===== config.mk =====
export PLATFORM = sky130hd
export DESIGN_NAME = pc_fetch_flat
export DESIGN_NICKNAME = d
export VERILOG_FILES = /design/src/rtl/pc_fetch_pkg.sv /design/src/rtl/pc_fetch_if.sv /design/src/rtl/pc_fetch.sv /design/src/flat_wrapper.sv
export SDC_FILE = /design/constraint.sdc
export NUM_CORES = 1
export LEC_CHECK = 0
export CAP_MARGIN = 10
export CORE_UTILIZATION = 40
export DETAILED_ROUTE_END_ITERATION = 10
export GPL_ROUTABILITY_DRIVEN = 0
export PLACE_DENSITY = 0.87
export SLEW_MARGIN = 20
export SYNTH_ARGS = -nofsm -noshare
export SYNTH_HDL_FRONTEND = slang
export SYNTH_SLANG_ARGS = --single-unit

===== constraint.sdc =====
create_clock -name clk -period 4.9 [get_ports clk]
set_input_delay 1.47 -clock clk [delete_from_list [all_inputs] [get_ports clk]]
set_output_delay 1.47 -clock clk [all_outputs]
set_load 0.02 [all_outputs]

===== src/rtl/pc_fetch_pkg.sv =====
// Shared definitions for the fetch stage: state encodings, reset vector and
// exception entry points, and small PC helpers.
package pc_fetch_pkg;

  typedef enum logic [1:0] {
    S_REQ    = 2'd0,
    S_WAIT   = 2'd1,
    S_DONE   = 2'd2,
    S_CANCEL = 2'd3
  } fetch_state_t;

  localparam logic [31:0] RESET_PC_DEFAULT  = 32'hBFC0_0000;
  localparam logic [31:0] EXC_ENTRY_GENERAL = 32'hBFC0_0380;

  function automatic logic [31:0] pc_inc(input logic [31:0] pc);
    return pc + 32'd4;
  endfunction

  function automatic logic pc_misaligned(input logic [31:0] pc);
    return |pc[1:0];
  endfunction

endpackage


===== src/rtl/pc_fetch_if.sv =====
// SRAM-like instruction read port: one request handshake (addr_ok) followed
// later by one data return (data_ok).
interface pc_fetch_if;
  logic        inst_req;
  logic [31:0] inst_addr;
  logic        inst_addr_ok;
  logic        inst_data_ok;
  logic [31:0] inst_rdata;

  modport master (
    output inst_req, inst_addr,
    input  inst_addr_ok, inst_data_ok, inst_rdata
  );

  modport slave (
    input  inst_req, inst_addr,
    output inst_addr_ok, inst_data_ok, inst_rdata
  );
endinterface


===== src/rtl/pc_fetch.sv =====
// Fetch stage: owns the PC, keeps at most one instruction read in flight and
// presents the fetched instruction to IF/ID, with branch and exception redirect.
//
// state    | meaning
// ---------+-----------------------------------------------------------
// S_REQ    | request for pc is on the bus (or pc misaligned: no request)
// S_WAIT   | request accepted, waiting for data_ok
// S_DONE   | data captured in instr_buf while F was stalled
// S_CANCEL | accepted request was flushed; swallow its data_ok
module pc_fetch
  import pc_fetch_pkg::*;
#(
  parameter logic [31:0] RESET_PC = RESET_PC_DEFAULT
) (
  input  logic               clk,
  input  logic               rst,
  input  logic               stallF,
  input  logic               flush_excF,
  input  logic [31:0]        exc_pcF,
  input  logic               branch_takenD,
  input  logic [31:0]        branch_targetD,
  input  logic               is_branchD,
  pc_fetch_if.master         inst,
  output logic [31:0]        pcF,
  output logic [31:0]        pc_plus4F,
  output logic [31:0]        instrF,
  output logic [31:0]        is_in_delayslot_iF,
  output logic               adelF,
  output logic               stall_reqF
);

  fetch_state_t state_q, state_d;
  logic [31:0]  pc_q, pc_d;
  logic [31:0]  instr_buf_q, instr_buf_d;

  logic adel;
  logic s_req, s_wait, s_done, s_cancel;
  logic req;
  logic vld;
  logic advance;

  assign adel     = pc_misaligned(pc_q);
  assign s_req    = (state_q == S_REQ);
  assign s_wait   = (state_q == S_WAIT);
  assign s_done   = (state_q == S_DONE);
  assign s_cancel = (state_q == S_CANCEL);

  // A misaligned pc never reaches the bus; it is reported as a valid fetch with adelF.
  assign req     = s_req & ~adel;
  assign vld     = (s_wait & inst.inst_data_ok) | s_done | (s_req & adel);
  assign advance = vld & ~stallF;

  assign inst.inst_req  = req;
  assign inst.inst_addr = pc_q;

  assign pcF                = pc_q;
  assign pc_plus4F          = pc_inc(pc_q);
  assign is_in_delayslot_iF = {31'd0, is_branchD};
  assign adelF              = adel;
  assign stall_reqF         = ~vld;

  always_comb begin
    instrF = instr_buf_q;
    if (adel) begin
      instrF = 32'd0;
    end else if (s_wait) begin
      instrF = inst.inst_rdata;
    end
  end

  always_comb begin
    state_d     = state_q;
    pc_d        = pc_q;
    instr_buf_d = instr_buf_q;

    if (flush_excF) begin
      pc_d = exc_pcF;
      // An accepted request still owes us a data_ok; it must be drained before re-requesting.
      if (s_cancel || (req && inst.inst_addr_ok) || (s_wait && !inst.inst_data_ok)) begin
        state_d = S_CANCEL;
      end else begin
        state_d = S_REQ;
      end
    end else if (advance) begin
      pc_d    = branch_takenD ? branch_targetD : pc_inc(pc_q);
      state_d = S_REQ;
    end else begin
      unique case (state_q)
        S_REQ: begin
          if (req && inst.inst_addr_ok) begin
            state_d = S_WAIT;
          end
        end
        S_WAIT: begin
          if (inst.inst_data_ok) begin
            instr_buf_d = inst.inst_rdata;
            state_d     = S_DONE;
          end
        end
        S_DONE: begin
          state_d = S_DONE;
        end
        S_CANCEL: begin
          if (inst.inst_data_ok) begin
            state_d = S_REQ;
          end
        end
        default: begin
          state_d = S_REQ;
        end
      endcase
    end
  end

  always_ff @(posedge clk or negedge rst) begin
    if (!rst) begin
      state_q     <= S_REQ;
      pc_q        <= RESET_PC;
      instr_buf_q <= 32'd0;
    end else begin
      state_q     <= state_d;
      pc_q        <= pc_d;
      instr_buf_q <= instr_buf_d;
    end
  end

endmodule

===== src/flat_wrapper.sv =====
// flat-port wrapper written by rule: the top's interface ports become plain ports
module pc_fetch_flat import pc_fetch_pkg::*;
#(
  parameter logic [31:0] RESET_PC = RESET_PC_DEFAULT
)
  (clk, rst, stallF, flush_excF, exc_pcF, branch_takenD, branch_targetD, is_branchD, pcF, pc_plus4F, instrF, is_in_delayslot_iF, adelF, stall_reqF, inst_inst_req, inst_inst_addr, inst_inst_addr_ok, inst_inst_data_ok, inst_inst_rdata);
  pc_fetch_if inst_i ();
  input  logic clk;
  input  logic rst;
  input  logic stallF;
  input  logic flush_excF;
  input  logic [31:0] exc_pcF;
  input  logic branch_takenD;
  input  logic [31:0] branch_targetD;
  input  logic is_branchD;
  output logic [31:0] pcF;
  output logic [31:0] pc_plus4F;
  output logic [31:0] instrF;
  output logic [31:0] is_in_delayslot_iF;
  output logic adelF;
  output logic stall_reqF;
  output wire logic [$bits(inst_i.inst_req)-1:0] inst_inst_req;
  output wire logic [$bits(inst_i.inst_addr)-1:0] inst_inst_addr;
  input wire logic [$bits(inst_i.inst_addr_ok)-1:0] inst_inst_addr_ok;
  input wire logic [$bits(inst_i.inst_data_ok)-1:0] inst_inst_data_ok;
  input wire logic [$bits(inst_i.inst_rdata)-1:0] inst_inst_rdata;
  assign inst_inst_req = inst_i.inst_req;
  assign inst_inst_addr = inst_i.inst_addr;
  assign inst_i.inst_addr_ok = inst_inst_addr_ok;
  assign inst_i.inst_data_ok = inst_inst_data_ok;
  assign inst_i.inst_rdata = inst_inst_rdata;
  pc_fetch #(.RESET_PC(RESET_PC)) u_core (.clk(clk), .rst(rst), .stallF(stallF), .flush_excF(flush_excF), .exc_pcF(exc_pcF), .branch_takenD(branch_takenD), .branch_targetD(branch_targetD), .is_branchD(is_branchD), .inst(inst_i), .pcF(pcF), .pc_plus4F(pc_plus4F), .instrF(instrF), .is_in_delayslot_iF(is_in_delayslot_iF), .adelF(adelF), .stall_reqF(stall_reqF));
endmodule

# --- Word level (Yosys, flattened, before mapping) ---
# Cells that the tools add are included.
word_totals:
  ff_bits: 66
  inputBits: 104
  output_inout_bits: 163
  wordCells: 43
classes:
  add_sub_neg: 1
  eq_ne: 6
  mux: 12
  bitwise: 11
  reduce_logical: 10
op_table:
  columns: ["cell", "count"]
  rows:
  - ["32-bit two-way mux", 5]
  - ["32-bit by 3-bit adder with 32-bit output, second input constant", 1]
  - ["2-bit two-way mux", 6]
  - ["4-bit inequality test, second input constant", 3]
  - ["2-bit case mux with 4 select lines", 1]
  - ["1-bit inverter", 5]
  - ["1-bit AND", 4]
  - ["2-bit equality test, second input constant", 2]
  - ["4-bit AND reduction", 1]
  - ["3-bit AND reduction", 1]
  - ["2-bit by 1-bit equality test with 1-bit output, second input constant", 1]
  - ["1-bit logical AND", 2]
  - ["2-bit logical NOT", 1]
  - ["1-bit logical OR", 2]
  - ["1-bit OR", 2]
  - ["2-bit nonzero test", 1]
  - ["2-bit OR reduction", 1]
  - ["1-bit logical NOT", 1]

# --- Longest topological paths before layout ---
# Gate-level depths: netlist of the first run.
depth:
  ltp_word: 8
  depth_mapped: 9
  depth_no_buf: 7

# --- Least setup slack after synthesis of the first run ---
# Ideal clock, no wire load.
synth_path:
  kind: "register to output"
  startpoint: "register u_core.pc_q[11] (netlist: u_core.inst.inst_addr[11])"
  endpoint: "output pc_plus4F[23]"
  arrival_ps: 2156
  t_required_ps: 3430
  path_slack_ps: 1274
  stages_incl_launch_ff: 7
  n_path_buf: 2
  cell_sequence: "dfrtp_1 > clkbuf_1 > nand2_1 > nor4_4 > clkbuf_1 > nand4_1 > xnor2_1"
synth_between:
  elab_chain_len: 1
synth_lines:
  columns: ["item", "line_no", "source"]
  rows:
  - ["start, declared", "pc_fetch.sv:33", "logic [31:0] pc_q, pc_d;"]
  - ["start signal, assigned", "pc_fetch.sv:122", "pc_q <= pc_d;"]
  - ["32-bit by 3-bit adder with 32-bit output", "pc_fetch_pkg.sv:16", "return pc + 32'd4;"]
  - ["end, declared", "flat_wrapper.sv:17", "output logic [31:0] pc_plus4F;"]
# No other way between the ends.

# --- Worst setup path in the final report of the first run ---
layout_path:
  startpoint: "input inst_inst_data_ok"
  endpoint: "output stall_reqF"
layout_between:
  elab_chain_len: 4
layout_lines:
  columns: ["item", "line_no", "source"]
  rows:
  - ["start, declared", "flat_wrapper.sv:25", "input wire logic [$bits(inst_i.inst_data_ok)-1:0] inst_inst_data_ok;"]
  - ["1-bit AND", "pc_fetch.sv:50", "assign vld = (s_wait & inst.inst_data_ok) | s_done | (s_req & adel);"]
  - ["1-bit OR (2 in series)", "pc_fetch.sv:50", null]
  - ["1-bit inverter", "pc_fetch.sv:60", "assign stall_reqF = ~vld;"]
  - ["end, declared", "flat_wrapper.sv:21", "output logic stall_reqF;"]
# No other way between the ends.

==> results.sh, run 1 <==
export IMPL_htree_levels=3
export IMPL_dieArea_sq_mm=0.0131
export IMPL_routedWlPerCell_um=16.9
export IMPL_root_buffer="clkbuf_16"
export IMPL_min_path_type="flip-flop to flip-flop"
export IMPL_rows=40
export IMPL_r2r_slack_ns=1.98
export IMPL_grt_start_max_net_pins=67
export IMPL_post_cts_buffers=0
export IMPL_hold_ws_ns=0.502
export IMPL_maxCapViolCount=0
export IMPL_yosysSeqAreaShare_pct=33.0
export IMPL_critical_path_reg2reg_endpoint="u_core.inst.inst_addr[20]"
export IMPL_yosys_cell_count_top_type="buf_4"
export IMPL_drt_initial_drc_count=258
export IMPL_tns_ns=0
export IMPL_relSlewSlack_pct=30.7
export IMPL_antennaDiodeCount=0
export IMPL_syn_avg_cell_area_sq_um=8.88
export IMPL_synth_area_leaders="dfrtp_1 28%, buf_4 9.8%, mux2i_1 8.3%"
export IMPL_skew_ns=0.0109
export IMPL_hold_violations=0
export IMPL_ctsHoldBuffers=0
export IMPL_place_ws_ns=0.374
export IMPL_drive_above_1_share_pct=10.6
export IMPL_cts_tree="yes"
export IMPL_hpwlAfterDp_um=11400
export IMPL_yosys_top_cells_count="66 x buf_4, 62 x nor2_1, 57 x dfrtp_1"
export IMPL_endpoint="stall_reqF"
export IMPL_grt_setup_unrepaired="false"
export IMPL_cp_required_ns=3.43
export IMPL_worstSetupPathType="input pin to output pin"
export IMPL_drc=0
export IMPL_r2r_start="u_core.state_q[1]"
export IMPL_vias_per_cell=5.15
export IMPL_r2r_cells=7
export IMPL_initial_core_util_pct=41.5
export IMPL_crit_path_start="inst_inst_data_ok"
export IMPL_powerDensity_mw_per_mm2=494
export IMPL_ys_async_sr_fraction_pct=100
export IMPL_clk_pin_slew_ns=0.06
export IMPL_timing_final_ws_setup_ns=0.385
export IMPL_yosysWarnings=0
export IMPL_first_global_vias=4598
export IMPL_ys_types=55
export IMPL_setup_viol=0
export IMPL_antenna_found_initial=0
export IMPL_peakVddDrop_v=0.000243
export IMPL_cp_data_arrival_time_ns=3.04
export IMPL_yosysTopAreaCell="dfrtp_1"
export IMPL_fmax_mhz=221
export IMPL_total_power_mw=3.69
export IMPL_area_growth_syn_to_layout_pct=48.2
export IMPL_firstDrtPassIters=5
export IMPL_crit_path_end_kind="output pin"
export IMPL_cts_resized=0
export IMPL_startpoint_type="input pin"
export IMPL_cts_inserted_buffers=9
export IMPL_die_w_um=114
export IMPL_wl_um=15600
export IMPL_place_area_sq_mm=0.00714
export IMPL_worst_slew_pin_slew_ns=1.04
export IMPL_syn_inst=568
export IMPL_fin_nets=862
export IMPL_fp_coreArea_sq_mm=0.0122
export IMPL_synth_edf_count=0
export IMPL_fin_crit_ns=4.51
export IMPL_clk_latency_ns=0.32
export IMPL_die_h_um=114
export IMPL_vias=4754
export IMPL_overflow=0
export IMPL_pin_count=267
export IMPL_grt_util_all_layers_pct=23.5
export IMPL_grt_pass1_wl_um=23900
export IMPL_clock_path_buffers=2
export IMPL_cts_sink_count=66
export IMPL_yosys_area_top_type_share_pct=28.3
export IMPL_drtAntennaViolNets=0
export IMPL_power_leakage_nw=3.09
export IMPL_run_status="complete, no violations"
export IMPL_path_max_fanout=4
export IMPL_portBuffers=233
export IMPL_fin_crit_sh_pct=92.1
export IMPL_syn_area_sq_mm=0.00504
export IMPL_fin_area_sq_mm=0.00747
export IMPL_slew_viol_final=0
export IMPL_synth_seq_cells=66
export IMPL_synth_flop_cell="dfrtp_1"
## logic make-up after synthesis
kind of cell | after synthesis | synth area share [%]
simple gates | 174 | 17.1
buf+inv | 112 | 13.3
compound gates | 104 | 14.0
mux | 76 | 15.9
flops | 66 | 33.0
xor+xnor | 28 | 4.86
fa+ha+maj | 7 | 1.74
other cells | 1 | 0.0744
## per-layer routing
metal  part of all wire [%]  vias to the layer above  global-route usage (%)
met5                      0                        -                       0
met4                   0.59                        0                    5.19
met3                    7.8                       10                    6.72
met2                     50                      198                    41.5
met1                     42                     2272                    28.2
li1                       -                     2274                       -
## per-stage QoR
stage          utilization [%]  cells
3_5_place_dp              58.7    908
5_1_grt                   61.4    924
4_1_cts                   61.4    924
6_report                  61.4    924
2_1_floorplan                -    598
3_3_place_gp              58.7    908
## sequential cells by signal, summed over array words and instances (netlist names)
name / cells
u_core.state_q: 2
u_core.instr_buf_q: 32
u_core.inst.inst_addr: 32
## power by group
part           total, mW  leakage [nW]  internal (mW)  switching (mW)
clock network      0.710         0.159          0.460           0.250
registers          0.995         0.781          0.765           0.230
logic               1.98          2.15          0.975            1.01
total               3.69          3.09           2.20            1.49
## worst min-delay path by stage
stage / start / endpoint / slack, ns / depth (start not counted)
2_1_floorplan: u_core.instr_buf_q[4] / u_core.instr_buf_q[4] / 0.48 / 1
3_3_place_gp: u_core.instr_buf_q[28] / u_core.instr_buf_q[28] / 0.49 / 1
3_5_place_dp: u_core.instr_buf_q[24] / u_core.instr_buf_q[24] / 0.49 / 1
4_1_cts: u_core.instr_buf_q[24] / u_core.instr_buf_q[24] / 0.50 / 1
5_1_grt: u_core.instr_buf_q[8] / u_core.instr_buf_q[8] / 0.51 / 1
6_report: u_core.instr_buf_q[30] / u_core.instr_buf_q[30] / 0.50 / 1
## worst max-delay path: stages
cell	delay, ns
clkdlybuf4s50_1	0.46
a21oi_1	0.34
and2_1	0.18
clkdlybuf4s50_1	0.59
## final cells by class
| class | count | area, sq um |
|---|---|---|
| Clock buffer | 10 | 239 |
| Clock inverter | 6 | 90.1 |
| Fill cell | 1037 | 4690 |
| Inverter | 11 | 41.3 |
| Multi-Input combinational cell | 420 | 2830 |
| Sequential cell | 66 | 1660 |
| Tap cell | 168 | 210 |
| Timing Repair Buffer | 243 | 2390 |
## cells in the final DEF (no fill, tap or decap), drive strengths merged, types with 17 or more instances in the layout
master / instances
clkdlybuf4s50: 230
conb: 31
dfrtp: 57
mux2i: 42
a21oi: 32
nand2: 41
nor2: 62
mux2: 34
nand3: 17
xnor2: 19
No activity file was read; power rests on OpenSTA's default activity.
==> inputs of run 2 (changes only) <==
--- a/config.mk
+++ b/config.mk
@@ -7,6 +7,7 @@
 export LEC_CHECK = 0
 export CAP_MARGIN = 10
 export CORE_UTILIZATION = 40
+export CTS_CLUSTER_DIAMETER = 30
 export DETAILED_ROUTE_END_ITERATION = 10
 export GPL_ROUTABILITY_DRIVEN = 0
 export PLACE_DENSITY = 0.87
==> results of run 2 <==
The final DEF is identical to that of run 1; final timing and power are the same.
